### src/rtl/clkgen_pkg.sv
`default_nettype none
// ============================================================================
//  Module      : clkgen_pkg
//  Description : Shared types, constants and helpers for the clk_rate_gen
//                programmable rate generator.
//  Revision    : 1.0 - initial release
// ============================================================================
package clkgen_pkg;

    // Default width of divisor, counter and duty values
    localparam int c_default_div_w = 16;

    // Working width of the helper function; wide enough for any DIV_W in use
    localparam int c_fn_w = 32;

    // Generator run state
    typedef enum logic [0:0] {
        ST_IDLE = 1'b0,
        ST_RUN  = 1'b1
    } state_t;

    // ceil(d/2) without overflow: floor(d/2) plus the dropped LSB
    function automatic logic [c_fn_w-1:0] half_ceil(input logic [c_fn_w-1:0] d);
        return (d >> 1) + {{(c_fn_w-1){1'b0}}, d[0]};
    endfunction

endpackage
`default_nettype wire

### src/rtl/clkgen_period_ctr.sv
`default_nettype none
// ============================================================================
//  Module      : clkgen_period_ctr
//  Description : Period wrap counter for clk_rate_gen. Counts 0..div-1 while
//                running and restarts from 0 whenever the generator (re)enters
//                RUN. Exposes the count for the upcoming cycle (so the parent
//                can register outputs that line up with it) and the wrap
//                strobe, which is high in the last cycle of a period.
//  Revision    : 1.0 - initial release
// ============================================================================
module clkgen_period_ctr
    import clkgen_pkg::*;
#(
    parameter int DIV_W = c_default_div_w
) (
    input  logic             clk_in,
    input  logic             rst_n,
    input  logic             active,    // generator is in RUN this cycle
    input  logic             run_next,  // generator will be in RUN next cycle
    input  logic [DIV_W-1:0] div,       // divisor governing the current period
    output logic [DIV_W-1:0] cnt_next,  // count value for the next cycle
    output logic             wrap       // current cycle is cnt == div-1
);

    localparam logic [DIV_W-1:0] c_one = DIV_W'(1);

    logic [DIV_W-1:0] cnt_q;
    logic [DIV_W-1:0] cnt_d;
    logic             wrap_w;

    // Wrap strobe and next count: advance inside a period, otherwise restart at 0
    always_comb begin
        wrap_w = active && (cnt_q == (div - c_one));
        cnt_d  = '0;
        if (run_next && active && !wrap_w) begin
            cnt_d = cnt_q + c_one;
        end
    end

    // Count register
    always_ff @(posedge clk_in or negedge rst_n) begin
        if (!rst_n) begin
            cnt_q <= '0;
        end else begin
            cnt_q <= cnt_d;
        end
    end

    assign cnt_next = cnt_d;
    assign wrap     = wrap_w;

endmodule
`default_nettype wire

### src/rtl/clk_rate_gen.sv
`default_nettype none
// ============================================================================
//  Module      : clk_rate_gen
//  Description : Programmable single-clock rate generator. Divides clk_in by
//                a runtime divisor, producing a registered square wave
//                (clk_out) and a first-cycle-of-period strobe (tick). Divisor
//                updates are captured into a pending register and applied
//                only at a period boundary (or immediately when idle), so
//                clk_out never glitches.
//                Optional feature macro: CLKGEN_DUTY_EN adds duty_val, which
//                sets the high-phase length to min(duty_val, D) instead of
//                ceil(D/2).
//  Revision    : 1.0 - initial release
// ============================================================================
module clk_rate_gen
    import clkgen_pkg::*;
#(
    parameter int DIV_W       = c_default_div_w,
    parameter int DEFAULT_DIV = 2
) (
    input  logic             clk_in,
    input  logic             rst_n,
    input  logic             en,
    input  logic [DIV_W-1:0] div_val,
`ifdef CLKGEN_DUTY_EN
    input  logic [DIV_W-1:0] duty_val,
`endif
    input  logic             div_load,
    output logic             div_ack,
    output logic             pending,
    output logic             clk_out,
    output logic             tick
);

    localparam logic [DIV_W-1:0] c_reset_div = DIV_W'(DEFAULT_DIV);
`ifdef CLKGEN_DUTY_EN
    localparam logic [DIV_W-1:0] c_reset_duty = DIV_W'(half_ceil(c_fn_w'(DEFAULT_DIV)));
`endif

    state_t           state_q,     state_d;
    logic [DIV_W-1:0] div_q,       div_d;
    logic [DIV_W-1:0] pend_div_q,  pend_div_d;
    logic             pending_q,   pending_d;
    logic             div_ack_q,   div_ack_d;
    logic             clk_out_q,   clk_out_d;
    logic             tick_q,      tick_d;
`ifdef CLKGEN_DUTY_EN
    logic [DIV_W-1:0] duty_q,      duty_d;
    logic [DIV_W-1:0] pend_duty_q, pend_duty_d;
`endif

    logic             w_apply;
    logic             w_wrap;
    logic             w_run_next;
    logic [DIV_W-1:0] w_cnt_next;
    logic [DIV_W-1:0] w_high;

    clkgen_period_ctr #(
        .DIV_W    (DIV_W)
    ) u_period_ctr (
        .clk_in   (clk_in),
        .rst_n    (rst_n),
        .active   (state_q == ST_RUN),
        .run_next (w_run_next),
        .div      (div_q),
        .cnt_next (w_cnt_next),
        .wrap     (w_wrap)
    );

    // Divisor handshake: apply the pending value at a boundary (or at once when
    // idle); a coincident load becomes the new pending value
    always_comb begin
        pending_d  = pending_q;
        pend_div_d = pend_div_q;
        div_d      = div_q;
        div_ack_d  = 1'b0;
`ifdef CLKGEN_DUTY_EN
        pend_duty_d = pend_duty_q;
        duty_d      = duty_q;
`endif
        w_apply = pending_q && ((state_q == ST_IDLE) || w_wrap);
        if (w_apply) begin
            div_d     = pend_div_q;
            div_ack_d = 1'b1;
            pending_d = 1'b0;
`ifdef CLKGEN_DUTY_EN
            duty_d    = pend_duty_q;
`endif
        end
        if (div_load) begin
            pend_div_d = div_val;
            pending_d  = 1'b1;
`ifdef CLKGEN_DUTY_EN
            pend_duty_d = duty_val;
`endif
        end
    end

    // Next run state: run only while enabled with a non-zero divisor
    always_comb begin
        state_d = state_q;
        case (state_q)
            ST_IDLE: state_d = (en && (div_d != '0)) ? ST_RUN : ST_IDLE;
            ST_RUN:  state_d = (!en || (div_d == '0)) ? ST_IDLE : ST_RUN;
            default: state_d = ST_IDLE;
        endcase
        w_run_next = (state_d == ST_RUN);
    end

    // Registered outputs, computed against the count of the upcoming cycle
    always_comb begin
        clk_out_d = 1'b0;
        tick_d    = 1'b0;
`ifdef CLKGEN_DUTY_EN
        w_high = (duty_d > div_d) ? div_d : duty_d;
`else
        w_high = DIV_W'(half_ceil(c_fn_w'(div_d)));
`endif
        if (w_run_next) begin
            tick_d    = (w_cnt_next == '0);
            clk_out_d = (w_cnt_next < w_high);
        end
    end

    // State, divisor and output registers
    always_ff @(posedge clk_in or negedge rst_n) begin
        if (!rst_n) begin
            state_q     <= ST_IDLE;
            div_q       <= c_reset_div;
            pend_div_q  <= '0;
            pending_q   <= 1'b0;
            div_ack_q   <= 1'b0;
            clk_out_q   <= 1'b0;
            tick_q      <= 1'b0;
`ifdef CLKGEN_DUTY_EN
            duty_q      <= c_reset_duty;
            pend_duty_q <= '0;
`endif
        end else begin
            state_q     <= state_d;
            div_q       <= div_d;
            pend_div_q  <= pend_div_d;
            pending_q   <= pending_d;
            div_ack_q   <= div_ack_d;
            clk_out_q   <= clk_out_d;
            tick_q      <= tick_d;
`ifdef CLKGEN_DUTY_EN
            duty_q      <= duty_d;
            pend_duty_q <= pend_duty_d;
`endif
        end
    end

    assign div_ack = div_ack_q;
    assign pending = pending_q;
    assign clk_out = clk_out_q;
    assign tick    = tick_q;

endmodule
`default_nettype wire

### config.mk
export PLATFORM = sky130hd
export DESIGN_NAME = clk_rate_gen
export DESIGN_NICKNAME = d
export VERILOG_FILES = /design/src/rtl/clkgen_pkg.sv /design/src/rtl/clkgen_period_ctr.sv /design/src/rtl/clk_rate_gen.sv
export SDC_FILE = /design/constraint.sdc
export NUM_CORES = 1
export LEC_CHECK = 0
export ABC_AREA = 1
export CORE_UTILIZATION = 45
export DETAILED_ROUTE_END_ITERATION = 8
export PLACE_DENSITY = 0.65
export SLEW_MARGIN = 20
export SYNTH_ARGS = -nofsm -noshare
export SYNTH_HDL_FRONTEND = slang
export SYNTH_SLANG_ARGS = --single-unit
export TNS_END_PERCENT = 10
### constraint.sdc
create_clock -name clk_in -period 10.05 [get_ports clk_in]
set_clock_uncertainty 0.15 [all_clocks]
set_input_delay 2.01 -clock clk_in [delete_from_list [all_inputs] [get_ports clk_in]]
set_output_delay 2.01 -clock clk_in [all_outputs]
set_load 0.03 [all_outputs]
### Word level (Yosys, flattened, before mapping)

Cells that the tools add are included.

* register bits after elaboration: 53
* bits of input ports: 20
* output and inout port bits: 4

* $add $sub $neg: 3
* $lt $le $gt $ge: 1
* equal/unequal tests: 1
* mux-type cells: 10
* bitwise operators: 1
* reductions and logical operators: 13

Operators with widths (count)
* logical NOT 16 bit: 2
* 2-to-1 mux 16 bit: 2
* adder 15 x 1 -> 16 bit: 1
* adder 16 x 1 -> 16 bit (second input constant): 1
* equality test 16 bit: 1
* < comparator 16 bit: 1
* nonzero test 16 bit: 1
* subtractor 16 x 1 -> 16 bit (second input constant): 1
* 2-to-1 mux 1 bit: 7
* logical AND 1 bit: 5
* logical NOT 1 bit: 2
* logical OR 1 bit: 2
* one-hot mux 1 bit (2 select lines): 1
* nonzero test 2 bit: 1
* NOT 1 bit: 1

### Depth between registers and ports, before layout

* depth in word-level cells: 15
* depth in mapped cells: 37
* gate-level depth less buffers: 36

### By module

Synthesis repeated with hierarchy kept, for this count alone.

* cells, all modules: 519
* area, all modules: 3873.7 sq um

Modules (own cells, without submodules)
* clk_rate_gen: instances 1, cells an instance 283, area each 2361.0 sq um, seq. area each 927.1 sq um
* clkgen_period_ctr: instances 1, cells an instance 236, area each 1512.7 sq um, seq. area each 400.4 sq um

### Worst setup path after synthesis

OpenSTA, ideal clock, no wires.

* path type: flip-flop to flip-flop
* start: register div_q[1]
* end: register clk_out_q (netlist: clk_out)
* setup time: 0.128 ns
* arrival: 3.864 ns
* path slack: 5.908 ns
* cell stages (with the launch flop): 29
* period minus slack after synthesis: 4.142 ns
* path through: dfstp_2 > inv_1 > ha_1 > inv_1 > nand2_1 > nand2_1 > nor2_1 > nand3_1 > nor2_1 > nand2_1 > nor3_2 > nand2_1 > nand2_4 > nand2_4 > buf_6 > o21ai_0 > ha_1 > ha_1 > nand2_1 > nor4_4 > nand3_1 > nor3_2 > nand2_1 > nor3_2 > xnor2_1 > ha_1 > nand2_1 > nor4_1 > a21oi_1

* word-level cells in the longest chain between the ends: 15
* elaborated cells on any way between the ends: 20
* those cells by class: 2 x add/sub; 1 x order compare; 1 x eq/ne; 6 x mux; 10 x reduce/logical

RTL lines
* start: declaration: RTL line clk_rate_gen.sv:41 `logic [DIV_W-1:0] div_q, div_d;`
* start signal: assignment: RTL line clk_rate_gen.sv:129 `div_q <= c_reset_div;`
* start signal: assignment: RTL line clk_rate_gen.sv:141 `div_q <= div_d;`
* subtractor 16 x 1 -> 16 bit: RTL line clkgen_period_ctr.sv:33 `wrap_w = active && (cnt_q == (div - c_one));`
* equality test 16 bit: RTL line clkgen_period_ctr.sv:33
* logical AND 1 bit: RTL line clkgen_period_ctr.sv:33
* logical OR 1 bit: RTL line clk_rate_gen.sv:81 `w_apply = pending_q && ((state_q == ST_IDLE) || w_wrap);`
* logical AND 1 bit: RTL line clk_rate_gen.sv:81
* 2-to-1 mux 16 bit *: RTL line clk_rate_gen.sv:82 `if (w_apply) begin`
* net div_d[1]: RTL line clk_rate_gen.sv:41
* logical NOT 16 bit or nonzero test 16 bit (tied branches): RTL line clk_rate_gen.sv:104, clk_rate_gen.sv:103
* logical OR 1 bit or logical AND 1 bit (tied branches): RTL line clk_rate_gen.sv:104, clk_rate_gen.sv:103
* 2-to-1 mux 1 bit, on equally long branches: RTL line clk_rate_gen.sv:104, clk_rate_gen.sv:103
* one-hot mux 1 bit (2 select lines): RTL line clk_rate_gen.sv:102 `case (state_q)`
* logical AND 1 bit (2 in a row): RTL line clkgen_period_ctr.sv:35 `if (run_next && active && !wrap_w) begin`
* 2-to-1 mux 16 bit: RTL line clkgen_period_ctr.sv:35
* < comparator 16 bit: RTL line clk_rate_gen.sv:121 `clk_out_d = (w_cnt_next < w_high);`
* 2-to-1 mux 1 bit *: RTL line clk_rate_gen.sv:119 `if (w_run_next) begin`
* net clk_out_d: RTL line clk_rate_gen.sv:45 `logic clk_out_q, clk_out_d;`
* end signal: assignment: RTL line clk_rate_gen.sv:145 `clk_out_q <= clk_out_d;`
* end: declaration: RTL line clk_rate_gen.sv:45

Mark *: on every way through the listed nets, which the timed path passes. The rest lies on a longest branch.
A chain may end at the register's enable or synchronous reset.

### Worst setup path after layout

* start: register div_q[1]
* end: register clk_out_q (netlist: clk_out)

* word-level cells in the longest chain between the ends: 15
* elaborated cells on any way between the ends: 20
* those cells by class: 2 x add/sub; 1 x order compare; 1 x eq/ne; 6 x mux; 10 x reduce/logical

RTL lines
* subtractor 16 x 1 -> 16 bit: RTL line clkgen_period_ctr.sv:33
* equality test 16 bit: RTL line clkgen_period_ctr.sv:33
* logical AND 1 bit: RTL line clkgen_period_ctr.sv:33
* logical OR 1 bit: RTL line clk_rate_gen.sv:81
* logical AND 1 bit: RTL line clk_rate_gen.sv:81
* 2-to-1 mux 16 bit *: RTL line clk_rate_gen.sv:82
* net div_d[1]: RTL line clk_rate_gen.sv:41
* logical NOT 16 bit or nonzero test 16 bit (tied branches): RTL line clk_rate_gen.sv:104, clk_rate_gen.sv:103
* logical OR 1 bit or logical AND 1 bit (tied branches): RTL line clk_rate_gen.sv:104, clk_rate_gen.sv:103
* 2-to-1 mux 1 bit, on equally long branches: RTL line clk_rate_gen.sv:104, clk_rate_gen.sv:103
* one-hot mux 1 bit (2 select lines) *: RTL line clk_rate_gen.sv:102
* logical AND 1 bit * (2 in a row): RTL line clkgen_period_ctr.sv:35
* 2-to-1 mux 16 bit *: RTL line clkgen_period_ctr.sv:35
* net u_period_ctr.cnt_next[9]: RTL line clkgen_period_ctr.sv:21 `output logic [DIV_W-1:0] cnt_next,`
* < comparator 16 bit *: RTL line clk_rate_gen.sv:121
* 2-to-1 mux 1 bit *: RTL line clk_rate_gen.sv:119
* net clk_out_d: RTL line clk_rate_gen.sv:45

Marked as above.

==> results.cfg <==
[run]
cap_violations = 0

[logic_synthesis]
synth-edff-count = 0
syn-instance-count = 527
synth_commonest_cells = sky130_fd_sc_hd__nand2_1, sky130_fd_sc_hd__inv_1, sky130_fd_sc_hd__nor2_1, sky130_fd_sc_hd__dfrtp_1, sky130_fd_sc_hd__nand3_1
ys.flop_type = sky130_fd_sc_hd__dfrtp_1
yosys-mux-area-fraction = 0
synth_adder_area_share = 0.06693
ys_seq_elements = 53
synthTopCellsByArea = sky130_fd_sc_hd__dfrtp_1, sky130_fd_sc_hd__nand2_1, sky130_fd_sc_hd__inv_1, sky130_fd_sc_hd__ha_1, sky130_fd_sc_hd__nand3_1
complex_gate_fraction_of_the_synthesized_area = 0.03514
ys_seq_area_frac = 0.3551
synth.most_common_cell = sky130_fd_sc_hd__nand2_1
synth.cell_area_sq_um = 3739
synth-simple-area-share = 0.3842
synth.distinct_cells = 35
synth-warning-count = 0
synth_top_area_cell = sky130_fd_sc_hd__dfrtp_1
post-synth-top-area-fraction = 0.3481
combinational_family_with_the_most_area_after_synthesis = simple AND/OR/NAND/NOR gates
async_reset_ff_frac = 1.000
synth_xor_xnor_area_share = 0.06325
syn_nets = 567
mapped_avg_cell_area_sq_um = 7.094

[worst_hold_path]
hold_path_sink = pend_div_q[0]
min_from = pend_div_q[0]
hold_path.class = flip-flop to flip-flop
timing.hold.worst_path_depth = 2

[pwr]
pwr-share-seq = 0.475
comb_power_frac = 0.284
total_leakage_power_nw = 2.115
pwr-share-clk = 0.241
power_switching_share = 0.3459
worst_ir_drop_vdd_v = 0.00009614
p_int_uw = 347.7
power_density_nw_per_um2 = 128.7
switchingPower_uw = 183.9

[final_layout]
layout-area-overhead-vs-synth_pct = 10.48
finish.instance_area_sq_um = 4130
drive_gt1_frac = 0.07650
final_net_count = 588
num_antenna_cells = 0
n_fill_cell = 800

[drt]
routedWlPerCell_microns = 12.69
postRouteAntennaNets = 0
detailed_route_wl_microns = 8260
drt_first_pass_iters = 5
drcViolationCount = 0
detailroute.via_count = 3191
initialDrtViolationCount = 136
route.detailed.vias_per_inst = 4.902

[critical_path]
critical_path_class = flip-flop to flip-flop
reg2reg_to = clk_out
worst_ep_arrival_time_ns = 5.14
cp.required_ns = 10.13
path_max_fanout = 20
critical_path.reg2reg.startpoint = div_q[1]
start_kind = flip-flop
r2r_slack_ns = 4.99
critical_path.top_delay_family = simple AND/OR/NAND/NOR gates
timing.critical_path.slowest_cell_delay_ns = 0.57
worst_case_reg_to_reg_path_depth = 33
setup.worst_path.end_class = flip-flop
timing.critical_path.from = div_q[1]
critical-path-slowest-cell = sky130_fd_sc_hd__dfstp_2
path_buf_inv = 5
most_common_cell_on_crit_path = sky130_fd_sc_hd__nand2_1

[clock_network]
tritoncts_num_sinks = 53
clkSlewWorstSetupHoldPaths_ns = 0.09
root_buffer = sky130_fd_sc_hd__clkbuf_8
cts_hold_buf = 0
insertion_delay_ns = 0.30
cts_buffer_depth = 2
maximum_level_of_the_cts_h_tree = 2
cts_tree = yes
cts_post_setup_buffers_inserted = 0
cts_resized = 0
cts_inserted_buffers = 5

[sta]
final.min_clock_period_ns = 5.062
final_min_period_over_clock_period = 0.5037
setup-tns-final_ns = 0
finalSetupViolCount = 0
achievable-frequency_mhz = 197.6
timing_hold_violations_final = 0
grt_setup_unrepaired = false
slew_viol_final = 0
worst_slew_margin_rel = 0.5645
worstMarginPinSlew_ns = 0.6533

[global_route]
grt_antenna_before_repair = 0
grt_pass1_vias = 3143
grt.met3_usage = 0.02276
grt_start_max_net_pins = 54
grtUsageMet2 = 0.3597
grt.busiest_layer = met2
grt-ovfl-total = 0
globalRouteMet1Util = 0.2860
grt_use_total = 0.2153
grt_first_pass_wirelength_microns = 14520

[die]
fp.coreArea_sq_um = 7888
die_h_microns = 93.15
start_util = 0.4740
ioPinCount = 24
dieArea_sq_um = 8677
die_w_microns = 93.15
rows = 32

[placement]
gpl.final_weighted_congestion = 0.8580
post-dp-hpwl_microns = 6787
port_buffers = 23
dpl_cell_area_sq_um = 4029

[outcome]
status = complete, no violations
[layer usage]
metal  up-vias  wire, microns
li1       1675              -
met1      1438           3868
met2        63           3891
met3        15            296
met4         0            204
met5         -              0
[placed cells by master (no fill, tap or decap), drive strengths merged, types with 3 or more instances in the layout]
master / n
xor2: 20
nor4: 3
a21oi: 6
nand3b: 3
xnor2: 7
nand4: 4
inv: 75
nor2: 60
nand3: 44
clkbuf: 7
nand2: 186
nor3: 12
ha: 20
dfrtp: 52
clkdlybuf4s50: 22
o21ai: 15
[cell families (layout without fill, tap and decap cells)]
logic type,after synthesis,count (layout)
simple gates,318,318
compound gates,23,23
flops,53,53
xor+xnor,27,27
buf+inv,86,108
fa+ha+maj,20,20
[stage by stage]
step | util | setup WS, ns | hold WS [ns] | cells | total power, mW
after floorplan | - | 5.908 | 0.2867 | 527 | 0.3618
after global placement | 0.5108 | 5.248 | 0.3089 | 643 | 0.4044
after detailed placement | 0.5108 | 5.056 | 0.3121 | 643 | 0.4078
after CTS | 0.5236 | 5.029 | 0.3351 | 651 | 0.5364
after global routing | 0.5236 | 4.522 | 0.3475 | 651 | 0.5717
final | 0.5236 | 4.988 | 0.3277 | 651 | 0.5316
[worst max path at each step]
stage	endpoint	slack, ns	cells after the start
final	clk_out	4.99	33
after global placement	clk_out	5.25	33
after detailed placement	clk_out	5.06	33
after CTS	clk_out	5.03	33
after floorplan	clk_out	5.91	28
after global routing	clk_out	4.52	33
[power by group through the flow]
stage                     clock, mW  sequential [mW]  combinational (mW)
after floorplan                   0            0.250               0.112
after global placement            0            0.256               0.149
after detailed placement          0            0.256               0.152
after CTS                     0.132            0.252               0.152
after global routing          0.142            0.255               0.175
final                         0.128            0.252               0.151
[worst reg2reg max path, delay by kind of cell, from the launching register on]
family,cells,cell delay (ns)
AOI/OAI and AO/OA,5,0.99
DFF,1,0.57
and+or+nand+nor,20,2.07
buffers and inverters,5,0.42
adders and majority gates,3,0.79
[registers in the layout, indices dropped and copies added, names as in the netlist]
signal and count:
tick 1, state_q 1, pend_div_q 16, u_period_ctr.cnt_q 16, clk_out 1, div_ack 1, pending 1, div_q 16
[cell type report]
cell class / count / area (sq um) / share of cell area
inverters: 76 / 286.5 / 0.06937
flip-flops and latches: 53 / 1328 / 0.3214
clock inverters: 1 / 5.005 / 0.001212
clock buffers: 7 / 96.34 / 0.02333
multi-input cells: 388 / 2054 / 0.4974
well taps: 102 / 127.6 / 0.03090
repair buffers: 24 / 232.7 / 0.05635
No activity file was read; power rests on OpenSTA's default activity.
==> variant 1: new RTL, config.mk and constraints unchanged <==
`c_default_div_w`: 16 -> 20.
--- a/src/rtl/clkgen_pkg.sv
+++ b/src/rtl/clkgen_pkg.sv
@@ -8,7 +8,7 @@
 package clkgen_pkg;
 
     // Default width of divisor, counter and duty values
-    localparam int c_default_div_w = 16;
+    localparam int c_default_div_w = 20;
 
     // Working width of the helper function; wide enough for any DIV_W in use
     localparam int c_fn_w = 32;
Ports: changed (resized div_val); port bits go from 24 to 28. The function was not compared with the original's and may differ.
==> variant 1 against the original RTL <==
Design area grew 26%. Total power grew 35%. Setup slack lost 0.63 ns. Synthesized cell count grew 25%. Hold slack lost 0.0044 ns. Die area grew 24%. Sequential power grew 24%. Routed wire length grew 39%. Synthesized area grew 25%. Sequential cell count grew 12. Cell count grew 27%. Combinational power grew 25%. Clock power grew 68%. Global-route usage grew 0.83 points. Largest cell class unchanged.
==> variant 1: results (changes against the original RTL) <==
<table>
<tr><th>Metric</th><th>Value</th></tr>
<tr><th colspan="2">Outcome</th></tr>
<tr><td>Run status</td><td>finished clean (unchanged)</td></tr>
<tr><th colspan="2">Logic synthesis</th></tr>
<tr><td>Synthesized instance count</td><td>658 (was 527)</td></tr>
<tr><td>Syn_nets</td><td>706 (was 567)</td></tr>
<tr><td>Sequential fraction of the synthesis area</td><td>34.9% (was 35.5%)</td></tr>
<tr><td>Leading post-synthesis cells by instance count</td><td>sky130_fd_sc_hd__nand2_1 (200), sky130_fd_sc_hd__inv_1 (86), sky130_fd_sc_hd__nor2_1 (81) (was sky130_fd_sc_hd__nand2_1 (173), sky130_fd_sc_hd__inv_1 (74), sky130_fd_sc_hd__nor2_1 (53))</td></tr>
<tr><td>Library cells used by synthesis</td><td>39 (was 35)</td></tr>
<tr><th colspan="2">Cells and area</th></tr>
<tr><td>Ratio of cells with drive above 1 in the final layout</td><td>8.95% (was 7.65%)</td></tr>
<tr><td>Final nets</td><td>736 (was 588)</td></tr>
<tr><td>Largest registers</td><td>div_q x20, pend_div_q x20, u_period_ctr.cnt_q x20 (was div_q x16, pend_div_q x16, u_period_ctr.cnt_q x16)</td></tr>
<tr><td>Non-filler instance count after layout</td><td>826 (was 651)</td></tr>
<tr><th colspan="2">Placement</th></tr>
<tr><td>Detailed-placement wirelength estimate</td><td>9280 um (was 6790 um)</td></tr>
<tr><td>I/O Buffers</td><td>27 (was 23)</td></tr>
<tr><th colspan="2">CTS</th></tr>
<tr><td>Clk_lat worst skew</td><td>0.34 ns (was 0.30 ns)</td></tr>
<tr><td>Clock-pin slew on the worst setup and hold paths</td><td>0.06 ns (was 0.09 ns)</td></tr>
<tr><td>Number of H-tree levels</td><td>3 (was 2)</td></tr>
<tr><td>TritonCTS buffer count</td><td>9 (was 5)</td></tr>
<tr><th colspan="2">Global route</th></tr>
<tr><td>Largest net degree at the start of global routing</td><td>66 (was 54)</td></tr>
<tr><td>Via count of the first global-routing pass</td><td>4034 (was 3143)</td></tr>
<tr><td>Total routing resource utilization after global routing</td><td>22.4% (was 21.5%)</td></tr>
<tr><th colspan="2">Power and ir drop</th></tr>
<tr><td>Switch share</td><td>34.2% (was 34.6%)</td></tr>
<tr><td>Pleak</td><td>2.67 nW (was 2.11 nW)</td></tr>
<tr><td>Maximum ir drop on the vdd rail</td><td>0.0000807 V (was 0.0000961 V)</td></tr>
<tr><th colspan="2">Setup path</th></tr>
<tr><td>Worst reg2reg path depth</td><td>29 (was 33)</td></tr>
<tr><td>Critical path data arrival time</td><td>5.80 ns (was 5.14 ns)</td></tr>
<tr><td>R2R Path Start</td><td>div_q[8] (was div_q[1])</td></tr>
<tr><th colspan="2">Detailed routing</th></tr>
<tr><td>Wirelength, routed</td><td>11400 um (was 8260 um)</td></tr>
<tr><td>Via count</td><td>4185 (was 3191)</td></tr>
<tr><td>DRC violation total after the first TritonRoute iteration</td><td>200 (was 136)</td></tr>
<tr><th colspan="2">STA</th></tr>
<tr><td>Worst hold margin</td><td>0.323 ns (was 0.328 ns)</td></tr>
</table>
[variant 1: changes by cell type in the layout (fill, tap and decap cells not counted), moves of 6 or more]
| cell | delta |
|---|---|
| sky130_fd_sc_hd__dfrtp_1 | +12 |
| sky130_fd_sc_hd__inv_1 | +12 |
| sky130_fd_sc_hd__nand2_1 | +27 |
| sky130_fd_sc_hd__nand3_2 | +6 |
| sky130_fd_sc_hd__nand4_1 | +8 |
| sky130_fd_sc_hd__nor2_1 | +28 |
| sky130_fd_sc_hd__nor2_2 | +7 |
| sky130_fd_sc_hd__xor2_1 | +9 |
[variant 1: kinds of logic after synthesis]
family | count (synthesis) | synth area share, %
XOR/XNOR | 37 | 6.96
adder cells (fa/ha/maj) | 24 | 6.45
flip-flops | 65 | 34.9
AND/OR/NAND/NOR | 391 | 37.5
buffers and inverters | 99 | 8.62
AO/OA/AOI/OAI | 42 | 5.51
[variant 1: worst min path at each step]
stage                   start        endpoint
2_1_floorplan   pend_div_q[0]   pend_div_q[0]
3_3_place_gp    pend_div_q[7]   pend_div_q[7]
3_5_place_dp   pend_div_q[11]  pend_div_q[11]
4_1_cts        pend_div_q[11]  pend_div_q[11]
5_1_grt        pend_div_q[12]  pend_div_q[12]
6_report       pend_div_q[11]  pend_div_q[11]
[variant 1: layer usage]
metal	part of all wire (%)	vias up	global-route usage, %
met5	0	-	0
met2	47	117	36.9
met4	3.0	0	10.6
met3	4.5	28	3.40
met1	46	1905	28.8
li1	-	2135	-
[variant 1: final cells by class]
class | count | area (sq um)
Inverter | 90 | 338
Fill cell | 1018 | 4690
Clock inverter | 3 | 40.0
Timing Repair Buffer | 28 | 273
Clock buffer | 13 | 149
Sequential cell | 65 | 1630
Tap cell | 133 | 166
Multi-Input combinational cell | 494 | 2630
[variant 1: critical path: cells and delay by family (launching register included)]
family | cells | cell delay (ns)
AOI/OAI and AO/OA | 5 | 1.39
adders and majority gates | 3 | 0.78
buffers and inverters | 1 | 0.04
DFF | 1 | 0.50
and+or+nand+nor | 19 | 2.58
xor gates and xnor gates | 1 | 0.17
[variant 1: power groups by stage]
stage	combinational (W)	clock (W)	sequential [W]
CTS	0.000190	0.000221	0.000311
finish	0.000189	0.000215	0.000312
detailed placement	0.000189	0	0.000316
global route	0.000215	0.000232	0.000314
floorplan	0.000139	0	0.000306
global placement	0.000184	0	0.000316
[variant 1: metrics by stage]
stage | area [sq um] | setup slack (ns)
CTS | 5220 | 4.25
global placement | 5030 | 4.39
floorplan | 4660 | 5.51
finish | 5220 | 4.36
global route | 5220 | 3.68
detailed placement | 5030 | 4.32
==> variant 2: new RTL, same settings <==
Made on the original files. Add an input register stage for `div_load`, without a reset; this delays it by one clock. The other inputs are not delayed to match.
--- a/src/rtl/clk_rate_gen.sv
+++ b/src/rtl/clk_rate_gen.sv
@@ -33,6 +33,12 @@
 );
 
     localparam logic [DIV_W-1:0] c_reset_div = DIV_W'(DEFAULT_DIV);
+
+    logic div_load_q;
+
+    always_ff @(posedge clk_in) begin
+        div_load_q <= div_load;
+    end
 `ifdef CLKGEN_DUTY_EN
     localparam logic [DIV_W-1:0] c_reset_duty = DIV_W'(half_ceil(c_fn_w'(DEFAULT_DIV)));
 `endif
@@ -87,7 +93,7 @@
             duty_d    = pend_duty_q;
 `endif
         end
-        if (div_load) begin
+        if (div_load_q) begin
             pend_div_d = div_val;
             pending_d  = 1'b1;
 `ifdef CLKGEN_DUTY_EN
Behaviour: not the same (Yosys sat finds a counterexample within 4 cycles, from zero or initial values and one cycle with rst_n low).
==> variant 2 against the original RTL <==
Setup slack gained 0.10 ns. Routed wire length shrank 1.1%. Total power grew 3.0%. Cell count grew 0.15%. Design area grew 0.61%. Synthesized area grew 0.54%. Synthesized cell count grew 0.19%. Sequential share of layout area grew 0.29 points. Sequential cell count grew 1. Largest cell class unchanged. Largest power group unchanged. Highest routed layer unchanged.
==> variant 2: results (changes against the original RTL) <==
<table>
<tr><th>Metric</th><th>Value</th></tr>
<tr><th colspan="2">STA</th></tr>
<tr><td>Worst slew slack as a fraction of its limit</td><td>56.4% (about the same)</td></tr>
<tr><th colspan="2">Cells and area</th></tr>
<tr><td>Layout buffering overhead excluding clock cells</td><td>5.60% (was 5.63%)</td></tr>
<tr><td>Number of sequential cells</td><td>54 (was 53)</td></tr>
<tr><td>Final nets</td><td>589 (was 588)</td></tr>
<tr><td>Filler cells</td><td>779 (was 800)</td></tr>
<tr><td>Ratio of cells with drive above 1 in the final layout</td><td>7.27% (was 7.65%)</td></tr>
<tr><td>Fraction of area in registers</td><td>32.4% (was 32.1%)</td></tr>
<tr><th colspan="2">Power and ir drop</th></tr>
<tr><td>Fraction of power consumed by the clock network</td><td>25.7% (was 24.1%)</td></tr>
<tr><th colspan="2">Global route</th></tr>
<tr><td>Met2 Resource Use GR</td><td>37.4% (was 36.0%)</td></tr>
<tr><td>Total routing resource utilization after global routing</td><td>21.4% (was 21.5%)</td></tr>
<tr><td>GRT met3 Usage</td><td>2.36% (was 2.28%)</td></tr>
<tr><td>First-pass GRT wire length</td><td>14600 um (was 14500 um)</td></tr>
<tr><th colspan="2">Setup path</th></tr>
<tr><td>R2R Path Start</td><td>div_q[0] (was div_q[1])</td></tr>
<tr><td>Delay contributed by the slowest stage of the critical path</td><td>0.41 ns (was 0.57 ns)</td></tr>
<tr><td>CP max-delay cell</td><td>sky130_fd_sc_hd__dfrtp_1 (was sky130_fd_sc_hd__dfstp_2)</td></tr>
<tr><th colspan="2">Logic synthesis</th></tr>
<tr><td>Syn_nets</td><td>568 (was 567)</td></tr>
<tr><td>Fraction of the mapped netlist area in compound gates</td><td>3.50% (was 3.51%)</td></tr>
<tr><td>Post-Synth XOR/XNOR Area</td><td>6.29% (was 6.33%)</td></tr>
<tr><td>Leading post-synthesis cells by cell area</td><td>sky130_fd_sc_hd__dfrtp_1 (35%), sky130_fd_sc_hd__nand2_1 (17%), sky130_fd_sc_hd__inv_1 (7.4%), sky130_fd_sc_hd__ha_1 (6.7%), sky130_fd_sc_hd__nand3_1 (5.9%) (unchanged)</td></tr>
<tr><td>Library cells used by synthesis</td><td>36 (was 35)</td></tr>
<tr><th colspan="2">Placement</th></tr>
<tr><td>Detailed-placement wirelength estimate</td><td>6810 um (was 6790 um)</td></tr>
<tr><td>Final estimated routing congestion in global placement</td><td>0.903 (was 0.858)</td></tr>
<tr><th colspan="2">Outcome</th></tr>
<tr><td>Run status</td><td>finished clean (unchanged)</td></tr>
<tr><th colspan="2">Detailed routing</th></tr>
<tr><td>WL met1</td><td>3730 um (was 3870 um)</td></tr>
<tr><td>DR WL/cell</td><td>12.5 um (was 12.7 um)</td></tr>
<tr><td>DRC violation total after the first TritonRoute iteration</td><td>95 (was 136)</td></tr>
<tr><td>Wire length on met2</td><td>4000 um (was 3890 um)</td></tr>
<tr><td>Detailed route wirelength on metal3</td><td>340 um (was 296 um)</td></tr>
<tr><td>Via count</td><td>3182 (was 3191)</td></tr>
</table>
==> variant 2: through the flow <==
step	power, W	utilization [%]	hold WS (ns)	cell area, sq um	instances
CTS	0.000555	52.7	0.333	4160	652
detailed placement	0.000412	51.3	0.310	4050	644
global route	0.000588	52.7	0.356	4160	652
finish	0.000547	52.7	0.326	4160	652
floorplan	0.000366	-	0.287	3760	528
global placement	0.000409	51.3	0.308	4050	644
==> variant 2: worst max path at each step <==
stage | endpoint | start | depth (start not counted) | slack [ns]
6_report | clk_out | div_q[0] | 33 | 5.09
3_3_place_gp | clk_out | div_q[1] | 33 | 5.29
4_1_cts | clk_out | div_q[1] | 33 | 5.11
2_1_floorplan | clk_out | div_q[1] | 28 | 5.91
5_1_grt | clk_out | div_q[0] | 33 | 4.61
3_5_place_dp | clk_out | div_q[1] | 33 | 5.13
